`config.mk`:
```
export PLATFORM = sky130hd
export DESIGN_NAME = div_unit
export DESIGN_NICKNAME = d
export VERILOG_FILES = /design/src/rtl/div_unit.sv
export SDC_FILE = /design/constraint.sdc
export NUM_CORES = 1
export LEC_CHECK = 0
export CORE_ASPECT_RATIO = 1.25
export CORE_MARGIN = 8
export CORE_UTILIZATION = 57
export CTS_BUF_LIST = sky130_fd_sc_hd__clkbuf_8 sky130_fd_sc_hd__clkbuf_16
export CTS_CLUSTER_DIAMETER = 60
export CTS_CLUSTER_SIZE = 20
export DETAILED_ROUTE_END_ITERATION = 10
export GPL_TIMING_DRIVEN = 0
export PLACE_DENSITY = 0.81
export REMOVE_ABC_BUFFERS = 1
export SYNTH_ARGS = -nofsm -noshare
export SYNTH_HDL_FRONTEND = slang
export SYNTH_SLANG_ARGS = --single-unit
export TNS_END_PERCENT = 5
```
`constraint.sdc`:
```
create_clock -name clk -period 3.6 [get_ports clk]
set_input_delay 0.36 -clock clk [delete_from_list [all_inputs] [get_ports clk]]
set_output_delay 0.36 -clock clk [all_outputs]
set_load 0.01 [all_outputs]
```
`src/rtl/div_unit.sv`:
```
// Multi-cycle 32-bit radix-2 restoring divider (DIV/DIVU) for the EX stage.
// Divides magnitudes for 32 cycles, then fixes up signs and publishes quotient/remainder.
module div_unit (
  input  logic        clk,
  input  logic        resetn,
  input  logic        start,
  input  logic        is_signed,
  input  logic [31:0] dividend,
  input  logic [31:0] divisor,
  input  logic        annul,
  output logic        stall,
  output logic        done,
  output logic [31:0] quotient,
  output logic [31:0] remainder
);

  typedef enum logic [1:0] {IDLE, RUN, FIX, DONE} state_t;

  state_t      state_q, state_d;
  logic [5:0]  cnt_q, cnt_d;
  logic        sgn_q, sgn_d;
  logic        dvd_neg_q, dvd_neg_d;
  logic        dvs_neg_q, dvs_neg_d;
  logic [31:0] rem_q, rem_d;
  logic [31:0] dvd_q, dvd_d;
  logic [31:0] dvs_q, dvs_d;
  logic [31:0] quo_q, quo_d;
  logic [31:0] rmd_q, rmd_d;
  logic        accept;
  logic [32:0] shifted;
  logic [33:0] trial;

  assign accept = ((state_q == IDLE) || (state_q == DONE)) && start && !annul;

  always_ff @(posedge clk or negedge resetn) begin
    if (!resetn) begin
      state_q   <= IDLE;
      cnt_q     <= 6'd0;
      sgn_q     <= 1'b0;
      dvd_neg_q <= 1'b0;
      dvs_neg_q <= 1'b0;
      rem_q     <= 32'd0;
      dvd_q     <= 32'd0;
      dvs_q     <= 32'd0;
      quo_q     <= 32'd0;
      rmd_q     <= 32'd0;
    end else begin
      state_q   <= state_d;
      cnt_q     <= cnt_d;
      sgn_q     <= sgn_d;
      dvd_neg_q <= dvd_neg_d;
      dvs_neg_q <= dvs_neg_d;
      rem_q     <= rem_d;
      dvd_q     <= dvd_d;
      dvs_q     <= dvs_d;
      quo_q     <= quo_d;
      rmd_q     <= rmd_d;
    end
  end

  always_comb begin
    state_d = state_q;
    if (annul) begin
      state_d = IDLE;
    end else begin
      case (state_q)
        IDLE:    if (accept) state_d = RUN;
        RUN:     if (cnt_q == 6'd31) state_d = FIX;
        FIX:     state_d = DONE;
        DONE:    state_d = accept ? RUN : IDLE;
        default: state_d = IDLE;
      endcase
    end
  end

  // dvd_q shifts the dividend out at the top while quotient bits enter at the bottom.
  always_comb begin
    cnt_d     = cnt_q;
    sgn_d     = sgn_q;
    dvd_neg_d = dvd_neg_q;
    dvs_neg_d = dvs_neg_q;
    rem_d     = rem_q;
    dvd_d     = dvd_q;
    dvs_d     = dvs_q;
    quo_d     = quo_q;
    rmd_d     = rmd_q;
    shifted   = {rem_q, dvd_q[31]};
    trial     = {1'b0, shifted} - {2'b00, dvs_q};
    if (accept) begin
      sgn_d     = is_signed;
      dvd_neg_d = dividend[31];
      dvs_neg_d = divisor[31];
      dvd_d     = (is_signed && dividend[31]) ? (~dividend + 32'd1) : dividend;
      dvs_d     = (is_signed && divisor[31]) ? (~divisor + 32'd1) : divisor;
      rem_d     = 32'd0;
      cnt_d     = 6'd0;
    end else if (!annul && (state_q == RUN)) begin
      rem_d = trial[33] ? shifted[31:0] : trial[31:0];
      dvd_d = {dvd_q[30:0], ~trial[33]};
      cnt_d = cnt_q + 6'd1;
    end else if (!annul && (state_q == FIX)) begin
      quo_d = (sgn_q && (dvd_neg_q ^ dvs_neg_q)) ? (~dvd_q + 32'd1) : dvd_q;
      rmd_d = (sgn_q && dvd_neg_q) ? (~rem_q + 32'd1) : rem_q;
    end
  end

  always_comb begin
    stall = 1'b0;
    done  = 1'b0;
    if (resetn) begin
      stall = accept || (state_q == RUN) || (state_q == FIX);
      done  = (state_q == DONE) && !annul;
    end
  end

  assign quotient  = quo_q;
  assign remainder = rmd_q;

endmodule
```
# Word-level counts from Yosys, hierarchy flattened
# Cells that the tools add are included.
totals:
  register_bits: 171
  input_bits: 69
  out_inout_bits: 66
  word_cells: 65
classes:
  add_sub_neg: 6
  eq_ne: 6
  muxes: 18
  n_bitwise: 8
  n_reduce_logical: 17
op_table:
  columns: ["op", "n"]
  rows:
  - ["2-to-1 mux 32 bit", 9]
  - ["adder 32 x 1 -> 32 bit (second input constant)", 4]
  - ["NOT 32 bit", 4]
  - ["subtractor 33 x 32 -> 34 bit", 1]
  - ["2-to-1 mux 6 bit", 2]
  - ["logical AND 1 bit", 9]
  - ["one-hot mux 2 bit (4 select lines)", 1]
  - ["adder 6 x 1 -> 6 bit (second input constant)", 1]
  - ["== test 6 x 5 -> 1 bit (second input constant)", 1]
  - ["2-to-1 mux 2 bit", 3]
  - ["!= test 3 bit (second input constant)", 2]
  - ["== test 2 bit (second input constant)", 2]
  - ["logical OR 1 bit", 3]
  - ["2-to-1 mux 1 bit", 3]
  - ["NOT 1 bit", 3]
  - ["AND reduction 3 bit", 1]
  - ["== test 2 x 1 -> 1 bit (second input constant)", 1]
  - ["logical NOT 2 bit", 1]
  - ["AND reduction 2 bit", 1]
  - ["nonzero test 2 bit", 1]
  - ["logical NOT 1 bit", 1]
  - ["XOR 1 bit", 1]

# Longest topological paths before layout
# Gate-level depths: netlist of run 1.
logic_depth:
  depth_word: 7
  ltp_mapped: 12

# Worst setup path after synthesis of run 1
# OpenSTA, ideal clock, no wires.
synth_path:
  path_kind: "register to register"
  from: "register dvd_q[31]"
  to: "register rem_q[30]"
  setup_ns: 0.083
  t_arrival_ns: 2.792
  path_slack_ns: 0.724
  path_stages_with_launch: 13
  n_path_buf: 0
  period_less_slack_ns: 2.876
  path_cell_list: "dfrtp_1 > inv_1 > ha_1 > inv_1 > fa_1 > a21o_1 > a221oi_2 > nor3_1 > nor4_1 > o31ai_1 > a221o_1 > xnor2_1 > o21ai_0"
synth_via:
  elab_chain_cells: 4
synth_lines:
  columns: ["element", "line", "rtl"]
  rows:
  - ["start, declared", "25", "logic [31:0] dvd_q, dvd_d;"]
  - ["start signal, assigned", "54", "dvd_q <= dvd_d;"]
  - ["subtractor 33 x 32 -> 34 bit", "88", "trial = {1'b0, shifted} - {2'b00, dvs_q};"]
  - ["2-to-1 mux 32 bit", "98", "rem_d = trial[33] ? shifted[31:0] : trial[31:0];"]
  - ["2-to-1 mux 32 bit", "97", "end else if (!annul && (state_q == RUN)) begin"]
  - ["2-to-1 mux 32 bit", "89", "if (accept) begin"]
  - ["end signal, assigned", "53", "rem_q <= rem_d;"]
  - ["end, declared", "24", "logic [31:0] rem_q, rem_d;"]
# Every way passes these cells. The select of a mux whose other input is x is not followed.
# A chain may end at the register's enable or synchronous reset.

# Final worst setup path of run 1
layout_path:
  from: "register state_q[0]"
  to: "output stall"
layout_via:
  elab_chain_cells: 7
  elab_cells_between_ends: 10
layout_lines:
  columns: ["element", "line", "rtl"]
  rows:
  - ["start, declared", "19", "state_t state_q, state_d;"]
  - ["start signal, assigned", "48", "state_q <= state_d;"]
  - ["== test 2 bit / logical NOT 2 bit (equally long branches)", "33", "assign accept = ((state_q == IDLE) || (state_q == DONE)) && start && !annul;"]
  - ["logical OR 1 bit", "33", null]
  - ["logical AND 1 bit (2 in a row)", "33", null]
  - ["logical OR 1 bit", "111", "stall = accept || (state_q == RUN) || (state_q == FIX);"]
  - ["logical OR 1 bit (*)", "111", null]
  - ["2-to-1 mux 1 bit (*)", "110", "if (resetn) begin"]
  - ["end, declared", "11", "output logic stall,"]
# Every way passes the cells marked *; elsewhere a longest branch is shown, timed or not.

==> results of run 1 <==
report_power, final:
group	leakage, nW	total, mW	switching [mW]	internal [mW]
clock network	0.290	1.85	0.803	1.04
registers	2.23	3.11	0.557	2.55
logic	3.00	4.21	2.38	1.83
flip-flops by register name, summed over array words and instances (netlist names):
name,count
dvd_q,32
dvs_q,32
quotient,32
rem_q,32
remainder,32
cnt_q,6
state_q,2
dvd_neg_q,1
dvs_neg_q,1
sgn_q,1
what timing repair did:
| action | 4_1_cts | 5_1_grt |
|---|---|---|
| endpoints found under the hold margin | 79 | 0 |
| resized for setup | 1 | 5 |
| pin swaps | 3 | 2 |
| gates cloned | 2 | 1 |
| endpoints found under the setup margin | 81 | 10 |
| hold buffers | 1 | 0 |
| buffers inserted | 0 | 2 |
tightest hold or removal path: cells and delay by family (launching register included):
family           cells  cell delay (ns)
AND/OR/NAND/NOR      1             0.04
flip-flops           1             0.34
AO/OA/AOI/OAI        1             0.06
cell usage after synthesis, types with 4 or more instances:
master and instances:
sky130_fd_sc_hd__xor2_1 73, sky130_fd_sc_hd__nand3b_1 4, sky130_fd_sc_hd__buf_2 5, sky130_fd_sc_hd__o21a_1 7, sky130_fd_sc_hd__or2_2 4, sky130_fd_sc_hd__o31ai_1 19
sky130_fd_sc_hd__a31oi_1 10, sky130_fd_sc_hd__a211oi_1 10, sky130_fd_sc_hd__ha_1 42, sky130_fd_sc_hd__mux2i_1 38, sky130_fd_sc_hd__dfrtp_1 171, sky130_fd_sc_hd__nand4_1 9
sky130_fd_sc_hd__nor2b_1 10, sky130_fd_sc_hd__a21o_1 12, sky130_fd_sc_hd__and2_1 7, sky130_fd_sc_hd__nor2_1 78, sky130_fd_sc_hd__nor3_1 18, sky130_fd_sc_hd__nand2_1 198
sky130_fd_sc_hd__xnor2_1 77, sky130_fd_sc_hd__clkbuf_1 65, sky130_fd_sc_hd__nor4_1 15, sky130_fd_sc_hd__nand2b_1 11, sky130_fd_sc_hd__a21oi_1 78, sky130_fd_sc_hd__or3_1 6
sky130_fd_sc_hd__nand3_1 23, sky130_fd_sc_hd__o31a_1 6, sky130_fd_sc_hd__a32oi_1 12, sky130_fd_sc_hd__or4_1 11, sky130_fd_sc_hd__o21ai_0 188, sky130_fd_sc_hd__o41ai_1 10
sky130_fd_sc_hd__inv_1 55, sky130_fd_sc_hd__and3_1 7
metrics by stage:
stage | cell area, um2 | hold slack [ns] | utilization | setup TNS (ns)
after global routing | 13500 | 0.493 | 0.695 | 0
after detailed placement | 12900 | 0.380 | 0.661 | -21.54
after global placement | 12700 | 0.461 | 0.653 | -1444.84
after floorplan | 11000 | 0.0644 | - | -259.82
final | 13500 | 0.477 | 0.695 | 0
after CTS | 13500 | 0.484 | 0.693 | 0
cells in the final DEF, fill, tap and decap left out, types with 23 or more instances in the layout:
cell type | netlist | routed
sky130_fd_sc_hd__xnor2_1 | 77 | 77
sky130_fd_sc_hd__mux2i_1 | 38 | 38
sky130_fd_sc_hd__clkdlybuf4s50_1 | 0 | 133
sky130_fd_sc_hd__nand2_1 | 198 | 197
sky130_fd_sc_hd__nand3_1 | 23 | 23
sky130_fd_sc_hd__xor2_1 | 73 | 73
sky130_fd_sc_hd__inv_1 | 55 | 57
sky130_fd_sc_hd__nor2_1 | 78 | 76
sky130_fd_sc_hd__a21oi_1 | 78 | 78
sky130_fd_sc_hd__o21ai_0 | 188 | 188
sky130_fd_sc_hd__dfrtp_1 | 171 | 171
sky130_fd_sc_hd__ha_1 | 42 | 42
cell type report:
class | instances | area (um2)
Antenna cell | 1 | 2.50
Clock buffer | 18 | 439
Clock inverter | 14 | 145
Fill cell | 1560 | 5940
Inverter | 55 | 206
Multi-Input combinational cell | 1040 | 6630
Sequential cell | 171 | 4280
Tap cell | 265 | 332
Timing Repair Buffer | 144 | 1500
cell families (layout without fill, tap and decap cells):
group,Yosys count,count (layout),share of synthesized area
AOI/OAI and AO/OA,384,385,0.203
buffers and inverters,127,231,0.0430
and+or+nand+nor,421,423,0.177
muxes,39,39,0.0346
xor gates and xnor gates,150,150,0.116
DFF,171,171,0.378
other,0,1,0
adders and majority gates,43,43,0.0482
layer usage:
layer / routed length [um] / vias to the layer above / share of wire / track usage
li1: - / 4902 / - / -
met1: 11900 / 4730 / 0.41 / 0.269
met2: 15300 / 242 / 0.53 / 0.428
met3: 1380 / 35 / 0.048 / 0.0422
met4: 520 / 0 / 0.018 / 0.0754
met5: 0 / - / 0 / 0
worst paths after layout:
check / cells past startpoint / slack [ns] / end / startpoint
min reg2reg: 2 / 0.48 / remainder[27] / remainder[27]
min in group asynchronous: 2 / 0.50 / quotient[24] / resetn
max in group asynchronous: 3 / 2.24 / rem_q[27] / resetn
min: 2 / 0.48 / remainder[27] / remainder[27]
max: 7 / 0.17 / stall / state_q[0]
max reg2reg: 12 / 0.24 / rem_q[30] / dvd_q[31]
==> key figures, run 1 <==
Clock tree
  – Clk sinks: 171
  – Cell at the root of the clock tree: sky130_fd_sc_hd__clkbuf_16
  – Deepest level of the CTS H-tree: 4
  – Number of buffers added by the clock tree synthesis step: 17
  – Number of buffers on the longest clock path: 2
  – Insertion delay to the later sink of the worst-skew pair: roughly 0.43 ns
  – Register clock-pin slew on the reported worst setup and hold paths: about 0.07 ns
  – TritonCTS clock tree: built

STA
  – Final setup violating endpoints: 0
  – Setup WS post-layout: ~0.17 ns
  – Unrepaired setup endpoints after global routing: no
  – FMAX: 292 MHz
  – Share of the clock period used by the worst path after layout: 0.952
  – Transition time of the tightest slew-check pin: between 1 and 1.5 ns
  – Final Hold Violating Endpoints: 0
  – Worst setup skew after layout: 0.0128 ns
  – Clock period minus worst slack: 3.43 ns
  – Relative slew slack: 0.267
  – Total count of max-transition violations in the final report: 0

Yosys
  – Main area contributors after synthesis: sky130_fd_sc_hd__dfrtp_1, sky130_fd_sc_hd__o21ai_0, sky130_fd_sc_hd__nand2_1
  – Sequential cell area fraction in the yosys report: 0.378
  – Proportion of register bits with asynchronous set or reset after synthesis: 1.00
  – Cell type with the largest total area after synthesis: sky130_fd_sc_hd__dfrtp_1
  – Cell area after synthesis: 11300 um2
  – Synth cell types: between 60 and 70
  – Number of enable-type register cells in the synthesized netlist: 0
  – Synthesized area per cell: between 8 and 9 um2
  – Area share of the largest cell type after synthesis: 0.378
  – Synth Register Bits: 171
  – Syn Inst Count: roughly 1300
  – Yosys Warn Count: 0
  – Prevailing post-synth register cell: sky130_fd_sc_hd__dfrtp_1

Global routing
  – Pin count of the biggest net entering global routing: 95
  – Wire length of the first global-routing pass: ~47000 um
  – Antenna violations before repair: 1
  – Final global-route overflow total: 0
  – Overall global routing resource usage: 0.235
  – Vias in the first global route: a little under 10000

Die
  – CORE AREA: about 19000 um2
  – Horizontal die dimension: between 100 and 150 um
  – Boundary pin count: about 140
  – Vertical extent of the die: roughly 170 um
  – Number of standard-cell rows in the floorplan: 57
  – Die Outline Area: 24700 um2
  – Initial Utilization: 0.582

Routing
  – Via-per-instance ratio: approximately 5.8
  – Wire length per cell: between 15 and 20 um
  – Detailed-router iteration count before antenna repair: 5
  – Final wirelength: around 29000 um
  – Antenna violation net count after detailed routing: 0
  – Count of vias placed by the detailed router: a little under 10000
  – Number of DRC violations after detailed routing: 0
  – Number of DRC markers in iteration 0: ~530

Finish
  – Non-filler cells in the finished layout: around 1700
  – Proportion of layout cells with a drive suffix above 1: 0.0499
  – Area growth from synthesis to final layout: 19.5%
  – Final #Nets: ~1500

Setup path
  – Kind of cell adding the most delay to the critical path: buffers and inverters
  – Top fanout value on the critical path: 38
  – Longest individual stage delay on the worst path: roughly 0.58 ns
  – Bufs and invs on worst path: 3
  – Standard cell with the maximum stage delay on the critical path: sky130_fd_sc_hd__nor2_4
  – Critical path type: flop to output port
  – Crit start category: flop
  – Required time at the worst-slack endpoint: roughly 3.2 ns
  – Kind of capture point of the worst setup path: output port
  – Critical path, cell by cell: inv_1 > ha_1 > nand2b_1 > nor2_4 > buf_12 > o31a_1 > clkdlybuf4s50_1
  – Crit path DAT: slightly above 3 ns

Placed design
  – Detailed placer's ending HPWL: roughly 21000 um
  – Number of placed cells counting well taps: 1669
  – Port Buf Inserts: approximately 130
  – Routability congestion estimate from global placement: ~0.89
  – Worst-case setup slack after placement: -0.457 ns

Status
  – Result of the run: finished clean

Pwr
  – Leakage: approximately 5.5 nW
  – PnR Total Power: between 9 and 10 mW
  – Pwr Density: ~680 nW/um2
  – Max rail drop VDD: 0.000414 V

Flow run
  – Max cap viols: 0

Hold path
  – Class of the most critical hold timing path: flop to flop
(Power assumes the default switching activity.)
==> run 2, diff against run 1 <==
==> config.mk (replaced) <==
export PLATFORM = sky130hd
export DESIGN_NAME = div_unit
export DESIGN_NICKNAME = d
export VERILOG_FILES = /design/src/rtl/div_unit.sv
export SDC_FILE = /design/constraint.sdc
export NUM_CORES = 1
export LEC_CHECK = 0
export CELL_PAD_IN_SITES_DETAIL_PLACEMENT = 2
export CELL_PAD_IN_SITES_GLOBAL_PLACEMENT = 2
export CORE_ASPECT_RATIO = 1.25
export CORE_MARGIN = 8
export CORE_UTILIZATION = 32
export CTS_BUF_LIST = sky130_fd_sc_hd__clkbuf_4
export CTS_CLUSTER_DIAMETER = 60
export CTS_CLUSTER_SIZE = 20
export DETAILED_ROUTE_END_ITERATION = 10
export GPL_TIMING_DRIVEN = 0
export PLACE_DENSITY_LB_ADDON = 0.1
export REMOVE_ABC_BUFFERS = 1
export SYNTH_ARGS = -nofsm -noshare
export SYNTH_HDL_FRONTEND = slang
export SYNTH_SLANG_ARGS = --single-unit
export TNS_END_PERCENT = 5
==> constraint.sdc (replaced) <==
create_clock -name clk -period 3.1 [get_ports clk]
set_input_delay 0.31 -clock clk [delete_from_list [all_inputs] [get_ports clk]]
set_output_delay 0.31 -clock clk [all_outputs]
set_load 0.01 [all_outputs]
==> run 2 against run 1 <==
Critical path depth shrank 1; clock-buffer cell count is the same; highest routed layer is now met5; sequential share of layout area shrank 0.44 points.
==> key figures, run 2 (synthesis gave the netlist of run 1 again) <==
STA
  – Relative slew slack: 0.221
  – Transition time of the tightest slew-check pin: roughly 1.2 ns
  – Unrepaired setup endpoints after global routing: yes
  – Clock period minus worst slack: 2.96 ns
  – FMAX: around 340 MHz
  – Share of the clock period used by the worst path after layout: 0.955
  – Worst setup skew after layout: 0.0309 ns
  – Final setup violating endpoints: 0
  – Final Hold Violating Endpoints: 0
  – Total count of max-transition violations in the final report: 0
  – Total Neg Setup Slack: 0 ns

Setup path
  – Required time at the worst-slack endpoint: about 2.8 ns
  – Critical register-to-register path endpoint: rem_q[26]
  – Crit start category: flop
  – Top fanout value on the critical path: 6
  – Kind of capture point of the worst setup path: output port
  – Crit path DAT: about 2.7 ns
  – Reg2Reg Launch Point: rem_q[15]
  – Standard cell with the maximum stage delay on the critical path: sky130_fd_sc_hd__clkdlybuf4s50_1
  – Kind of cell adding the most delay to the critical path: buffers and inverters
  – Critical path, cell by cell: inv_1 > ha_1 > nand2b_2 > nor2_4 > o31a_1 > clkdlybuf4s50_1
  – Setup slack of the most critical reg-to-reg path: 0.17 ns
  – Critical path type: flop to output port
  – Cell depth of the worst flop-to-flop path: 11
  – Longest individual stage delay on the worst path: about 0.55 ns
  – Bufs and invs on worst path: 2

Pwr
  – Leakage: 5.44 nW
  – Pwr Density: 730 nW/um2
  – Max rail drop VDD: 0.000246 V

Clock tree
  – Number of buffers added by the clock tree synthesis step: 17
  – Clk sinks: approximately 170
  – Deepest level of the CTS H-tree: 4
  – TritonCTS clock tree: built
  – Cell at the root of the clock tree: sky130_fd_sc_hd__clkbuf_4
  – Number of buffers on the longest clock path: 2
  – Register clock-pin slew on the reported worst setup and hold paths: ~0.15 ns
  – Insertion delay to the later sink of the worst-skew pair: around 0.63 ns

Finish
  – Area growth from synthesis to final layout: 21.3%
  – Commonest non-fill, non-tap cell in the layout: sky130_fd_sc_hd__nand2_1
  – Final #Nets: around 1600
  – Non-filler cells in the finished layout: a little under 2000
  – Commonest non-fill, non-tap cells in the layout: sky130_fd_sc_hd__nand2_1, sky130_fd_sc_hd__o21ai_0, sky130_fd_sc_hd__dfrtp_1, sky130_fd_sc_hd__clkdlybuf4s50_1
  – Proportion of layout cells with a drive suffix above 1: 0.0777

Routing
  – Detailed-router iteration count before antenna repair: 7
  – Count of vias placed by the detailed router: ~10000
  – Number of DRC violations after detailed routing: 0
  – Number of DRC markers in iteration 0: between 300 and 400
  – Via-per-instance ratio: 5.16
  – Final wirelength: roughly 36000 um
  – Antenna violation net count after detailed routing: 0
  – Wire length per cell: 18.4 um

Die
  – CORE AREA: between 30000 and 40000 um2
  – Boundary pin count: approximately 140
  – Vertical extent of the die: ~230 um
  – Die Outline Area: around 42000 um2
  – Initial Utilization: 0.322
  – Number of standard-cell rows in the floorplan: between 70 and 80
  – Horizontal die dimension: about 180 um

Placed design
  – Number of placed cells counting well taps: 1880
  – Routability congestion estimate from global placement: 0.834
  – Detailed placer's ending HPWL: about 27000 um
  – Port Buf Inserts: roughly 130

Global routing
  – Global-route track usage on met2: 0.320
  – Overall global routing resource usage: 0.176
  – GR Layer Usage met3: 0.0375
  – Final global-route overflow total: 0
  – Wire length of the first global-routing pass: 58800 um
  – Most used routing layer in global routing: met2
  – Global-route met1 utilization: 0.205
  – Pin count of the biggest net entering global routing: 112
  – Antenna violations before repair: 10
  – Vias in the first global route: between 10000 and 15000

Hold path
  – Class of the most critical hold timing path: input pin to async pin

Status
  – Result of the run: finished clean

Flow run
  – Max cap viols: 0
run 2: worst max-delay path by stage:
| stage | from | end | cells past startpoint | slack, ns |
|---|---|---|---|---|
| final | state_q[0] | stall | 6 | 0.14 |
| after global routing | dvd_q[31] | rem_q[30] | 13 | -0.09 |
| after CTS | dvd_q[31] | rem_q[30] | 13 | -0.07 |
| after detailed placement | divisor[2] | dvs_q[30] | 9 | -0.58 |
| after global placement | state_q[0] | remainder[30] | 7 | -9.58 |
| after floorplan | state_q[0] | quotient[10] | 7 | -3.91 |
run 2: per-stage QoR:
step	power (mW)	setup slack, ns	cell area [um2]	hold WS [ns]	utilization
global placement	8.54	-9.58	13000	0.463	0.369
global route	11.0	-0.0911	13700	0.105	0.391
detailed placement	8.76	-0.579	13200	0.293	0.375
floorplan	6.70	-3.91	11000	0.0144	-
CTS	10.1	-0.0691	13600	0.147	0.386
finish	10.0	0.141	13700	0.155	0.391
run 2: what timing repair did:
action                     in CTS  in global routing
setup endpoints to repair      98                 42
gates resized for setup        19                 26
hold buffers                    1                  0
gates cloned                    2                  0
hold endpoints to repair       62                  0
pin swaps                       3                 10
setup buffers                   7                  6
run 2: final cells by class:
class,instances,area (um2)
clock buffers,18,135
flip-flops and latches,171,4280
clock inverters,14,106
diodes,6,15.0
inverters,55,206
repair buffers,157,1630
well taps,474,593
fillers,3983,21400
multi-input cells,1039,6770
run 2: metal layers:
| layer | wire length [um] | vias to the layer above | share of wire |
|---|---|---|---|
| li1 | - | 4902 | - |
| met1 | 15200 | 4917 | 0.43 |
| met2 | 18800 | 112 | 0.53 |
| met3 | 1230 | 31 | 0.034 |
| met4 | 433 | 8 | 0.012 |
| met5 | 46 | - | 0.0013 |
run 2: report_power, final:
part	switching (mW)	total, mW	internal [mW]
sequential	0.665	3.62	2.96
clock	0.844	1.24	0.392
combinational	2.93	5.17	2.24
total	4.44	10.0	5.59
==> run 3, diff against run 2 <==
--- a/config.mk
+++ b/config.mk
@@ -5,17 +5,18 @@
 export SDC_FILE = /design/constraint.sdc
 export NUM_CORES = 1
 export LEC_CHECK = 0
+export CAP_MARGIN = 20
 export CELL_PAD_IN_SITES_DETAIL_PLACEMENT = 2
 export CELL_PAD_IN_SITES_GLOBAL_PLACEMENT = 2
 export CORE_ASPECT_RATIO = 1.25
 export CORE_MARGIN = 8
 export CORE_UTILIZATION = 32
 export CTS_BUF_LIST = sky130_fd_sc_hd__clkbuf_4
-export CTS_CLUSTER_DIAMETER = 60
 export CTS_CLUSTER_SIZE = 20
 export DETAILED_ROUTE_END_ITERATION = 10
 export GPL_TIMING_DRIVEN = 0
 export PLACE_DENSITY_LB_ADDON = 0.1
+export RECOVER_POWER = 50
 export REMOVE_ABC_BUFFERS = 1
 export SYNTH_ARGS = -nofsm -noshare
 export SYNTH_HDL_FRONTEND = slang
==> run 3 against run 2 <==
Core utilization grew 0.061 points; maximum frequency shrank 2.4%; global-route usage is essentially flat; via count grew 0.55%; non-clock buffer count shrank 1; worst setup slack lost 0.073 ns; clock power grew 6%; critical path depth is the same; clock skew shrank 0.0037 ns; register-to-register slack lost 0.07 ns; critical endpoint unchanged.
==> key figures, run 3 (synthesis gave the netlist of run 1 again) <==
Die
  – Die Outline Area: roughly 42000 um2
  – CORE AREA: between 30000 and 40000 um2
  – Horizontal die dimension: about 180 um
  – Initial Utilization: 0.322
  – Boundary pin count: 135
  – Vertical extent of the die: approximately 230 um
  – Number of standard-cell rows in the floorplan: just under 80

Clock tree
  – TritonCTS clock tree: built
  – Deepest level of the CTS H-tree: 4
  – Number of buffers on the longest clock path: 2
  – Insertion delay to the later sink of the worst-skew pair: 0.64 ns
  – Clk sinks: 171
  – Register clock-pin slew on the reported worst setup and hold paths: 0.14 ns
  – Number of buffers added by the clock tree synthesis step: 17
  – Cell at the root of the clock tree: sky130_fd_sc_hd__clkbuf_4

Routing
  – Final wirelength: 35600 um
  – Via-per-instance ratio: 5.19
  – Number of DRC violations after detailed routing: 0
  – Count of vias placed by the detailed router: 10000
  – Number of DRC markers in iteration 0: 343
  – Detailed-router iteration count before antenna repair: 4
  – Wire length per cell: between 15 and 20 um
  – Antenna violation net count after detailed routing: 0

Setup path
  – Top fanout value on the critical path: 6
  – Crit start category: flop
  – Cell depth of the worst flop-to-flop path: 11
  – Crit path DAT: ~2.7 ns
  – Setup slack of the most critical reg-to-reg path: ~0.10 ns
  – Startpoint of the most critical setup path: state_q[0]
  – Critical register-to-register path endpoint: rem_q[26]
  – Critical path type: flop to output port
  – Required time at the worst-slack endpoint: 2.79 ns
  – Worst setup endpoint: stall
  – Reg2Reg Launch Point: rem_q[16]
  – Kind of capture point of the worst setup path: output port

Finish
  – Commonest non-fill, non-tap cells in the layout: sky130_fd_sc_hd__nand2_1, sky130_fd_sc_hd__o21ai_0, sky130_fd_sc_hd__dfrtp_1, sky130_fd_sc_hd__clkdlybuf4s50_1
  – Final #Nets: around 1600
  – Area growth from synthesis to final layout: 21.5%
  – Commonest non-fill, non-tap cell in the layout: sky130_fd_sc_hd__nand2_1
  – Proportion of layout cells with a drive suffix above 1: 0.0757
  – Fillers: a little under 4000

Hold path
  – Class of the most critical hold timing path: input pin to async pin

Placed design
  – Worst-case setup slack after placement: -0.569 ns
  – Port Buf Inserts: between 100 and 150
  – Routability congestion estimate from global placement: around 0.83
  – Detailed placer's ending HPWL: roughly 28000 um

Pwr
  – Leakage: approximately 5.5 nW
  – Fraction of power consumed by the clock network: 0.131
  – Comb power frac: 0.510
  – Switch share: 0.438
  – Sequential share of power: 0.360
  – Max rail drop VDD: between 0.0002 and 0.0003 V
  – Net Switching: between 4 and 5 mW
  – Pwr Density: approximately 730 nW/um2
  – Power Internal: 5.66 mW
  – PnR Total Power: 10.1 mW

Flow run
  – Max cap viols: 0

STA
  – Total count of max-transition violations in the final report: 0
  – Final Hold Violating Endpoints: 0
  – Clock period minus worst slack: 3.03 ns
  – Worst hold margin: around 0.17 ns
  – Worst setup skew after layout: around 0.027 ns
  – Unrepaired setup endpoints after global routing: yes
  – Setup WS post-layout: just under 0.07 ns
  – Relative slew slack: 0.374
  – FMAX: 330 MHz
  – Transition time of the tightest slew-check pin: around 0.94 ns
  – Share of the clock period used by the worst path after layout: 0.978
  – Final setup violating endpoints: 0

Global routing
  – Final global-route overflow total: 0
  – Antenna violations before repair: 9
  – Pin count of the biggest net entering global routing: between 100 and 150
  – Vias in the first global route: 11000
  – Wire length of the first global-routing pass: 59000 um
  – Overall global routing resource usage: 0.176

Status
  – Result of the run: finished clean
## run 3: final cells by class
| cell class | instances | area, um2 | area share |
|---|---|---|---|
| flip-flops and latches | 171 | 4290 | 0.312 |
| well taps | 474 | 593 | 0.0431 |
| diodes | 5 | 12.5 | 0.000910 |
| multi-input cells | 1039 | 6740 | 0.490 |
| inverters | 55 | 206 | 0.0150 |
| repair buffers | 156 | 1650 | 0.120 |
| clock buffers | 19 | 143 | 0.0104 |
| clock inverters | 13 | 128 | 0.00928 |
## run 3: worst min-delay path by stage
stage              endpoint  slack [ns]  depth (start not counted)
2_1_floorplan      cnt_q[0]        0.01                          0
3_3_place_gp      dvs_q[25]        0.46                          2
3_5_place_dp   remainder[1]        0.29                          1
4_1_cts        remainder[5]        0.15                          2
5_1_grt        remainder[5]        0.13                          2
6_report       remainder[1]        0.17                          2
## run 3: metal layers
layer | vias up | part of all wire | GRT usage
li1 | 4910 | - | -
met1 | 4959 | 0.42 | 0.206
met2 | 116 | 0.53 | 0.323
met3 | 32 | 0.033 | 0.0351
met4 | 8 | 0.011 | 0.0451
met5 | - | 0.0013 | 0
## run 3: worst max-delay path: stages, from the launching register on
cell and delay [ns]:
sky130_fd_sc_hd__dfrtp_1 0.43, sky130_fd_sc_hd__inv_1 0.16, sky130_fd_sc_hd__ha_1 0.27, sky130_fd_sc_hd__nand2b_1 0.30, sky130_fd_sc_hd__nor2_4 0.24, sky130_fd_sc_hd__o31a_1 0.15, sky130_fd_sc_hd__clkdlybuf4s50_1 0.55
## run 3: through the flow
step | TNS, ns | std cells | utilization | cell area, um2
after floorplan | -323.16 | 1263 | - | 11000
after global placement | -1924.71 | 1871 | 0.369 | 13000
after detailed placement | -35.44 | 1882 | 0.376 | 13200
after CTS | -0.0729 | 1925 | 0.388 | 13700
after global routing | -0.320 | 1931 | 0.391 | 13800
final | 0 | 1932 | 0.391 | 13800
## run 3: power groups by stage
stage / clock network [mW] / registers, mW / logic, mW
5_1_grt: 1.46 / 3.75 / 5.80
3_5_place_dp: 0 / 3.69 / 5.11
2_1_floorplan: 0 / 3.62 / 3.08
6_report: 1.31 / 3.62 / 5.14
3_3_place_gp: 0 / 3.66 / 4.88
4_1_cts: 1.40 / 3.65 / 5.23
## run 3: what timing repair did
action / CTS / global route
hold buffers: 1 / 0
pin swaps: 4 / 5
cloned: 2 / 0
setup buffers: 8 / 2
resized for setup: 19 / 20
endpoints found under the setup margin: 98 / 33
hold endpoints to repair: 62 / 0
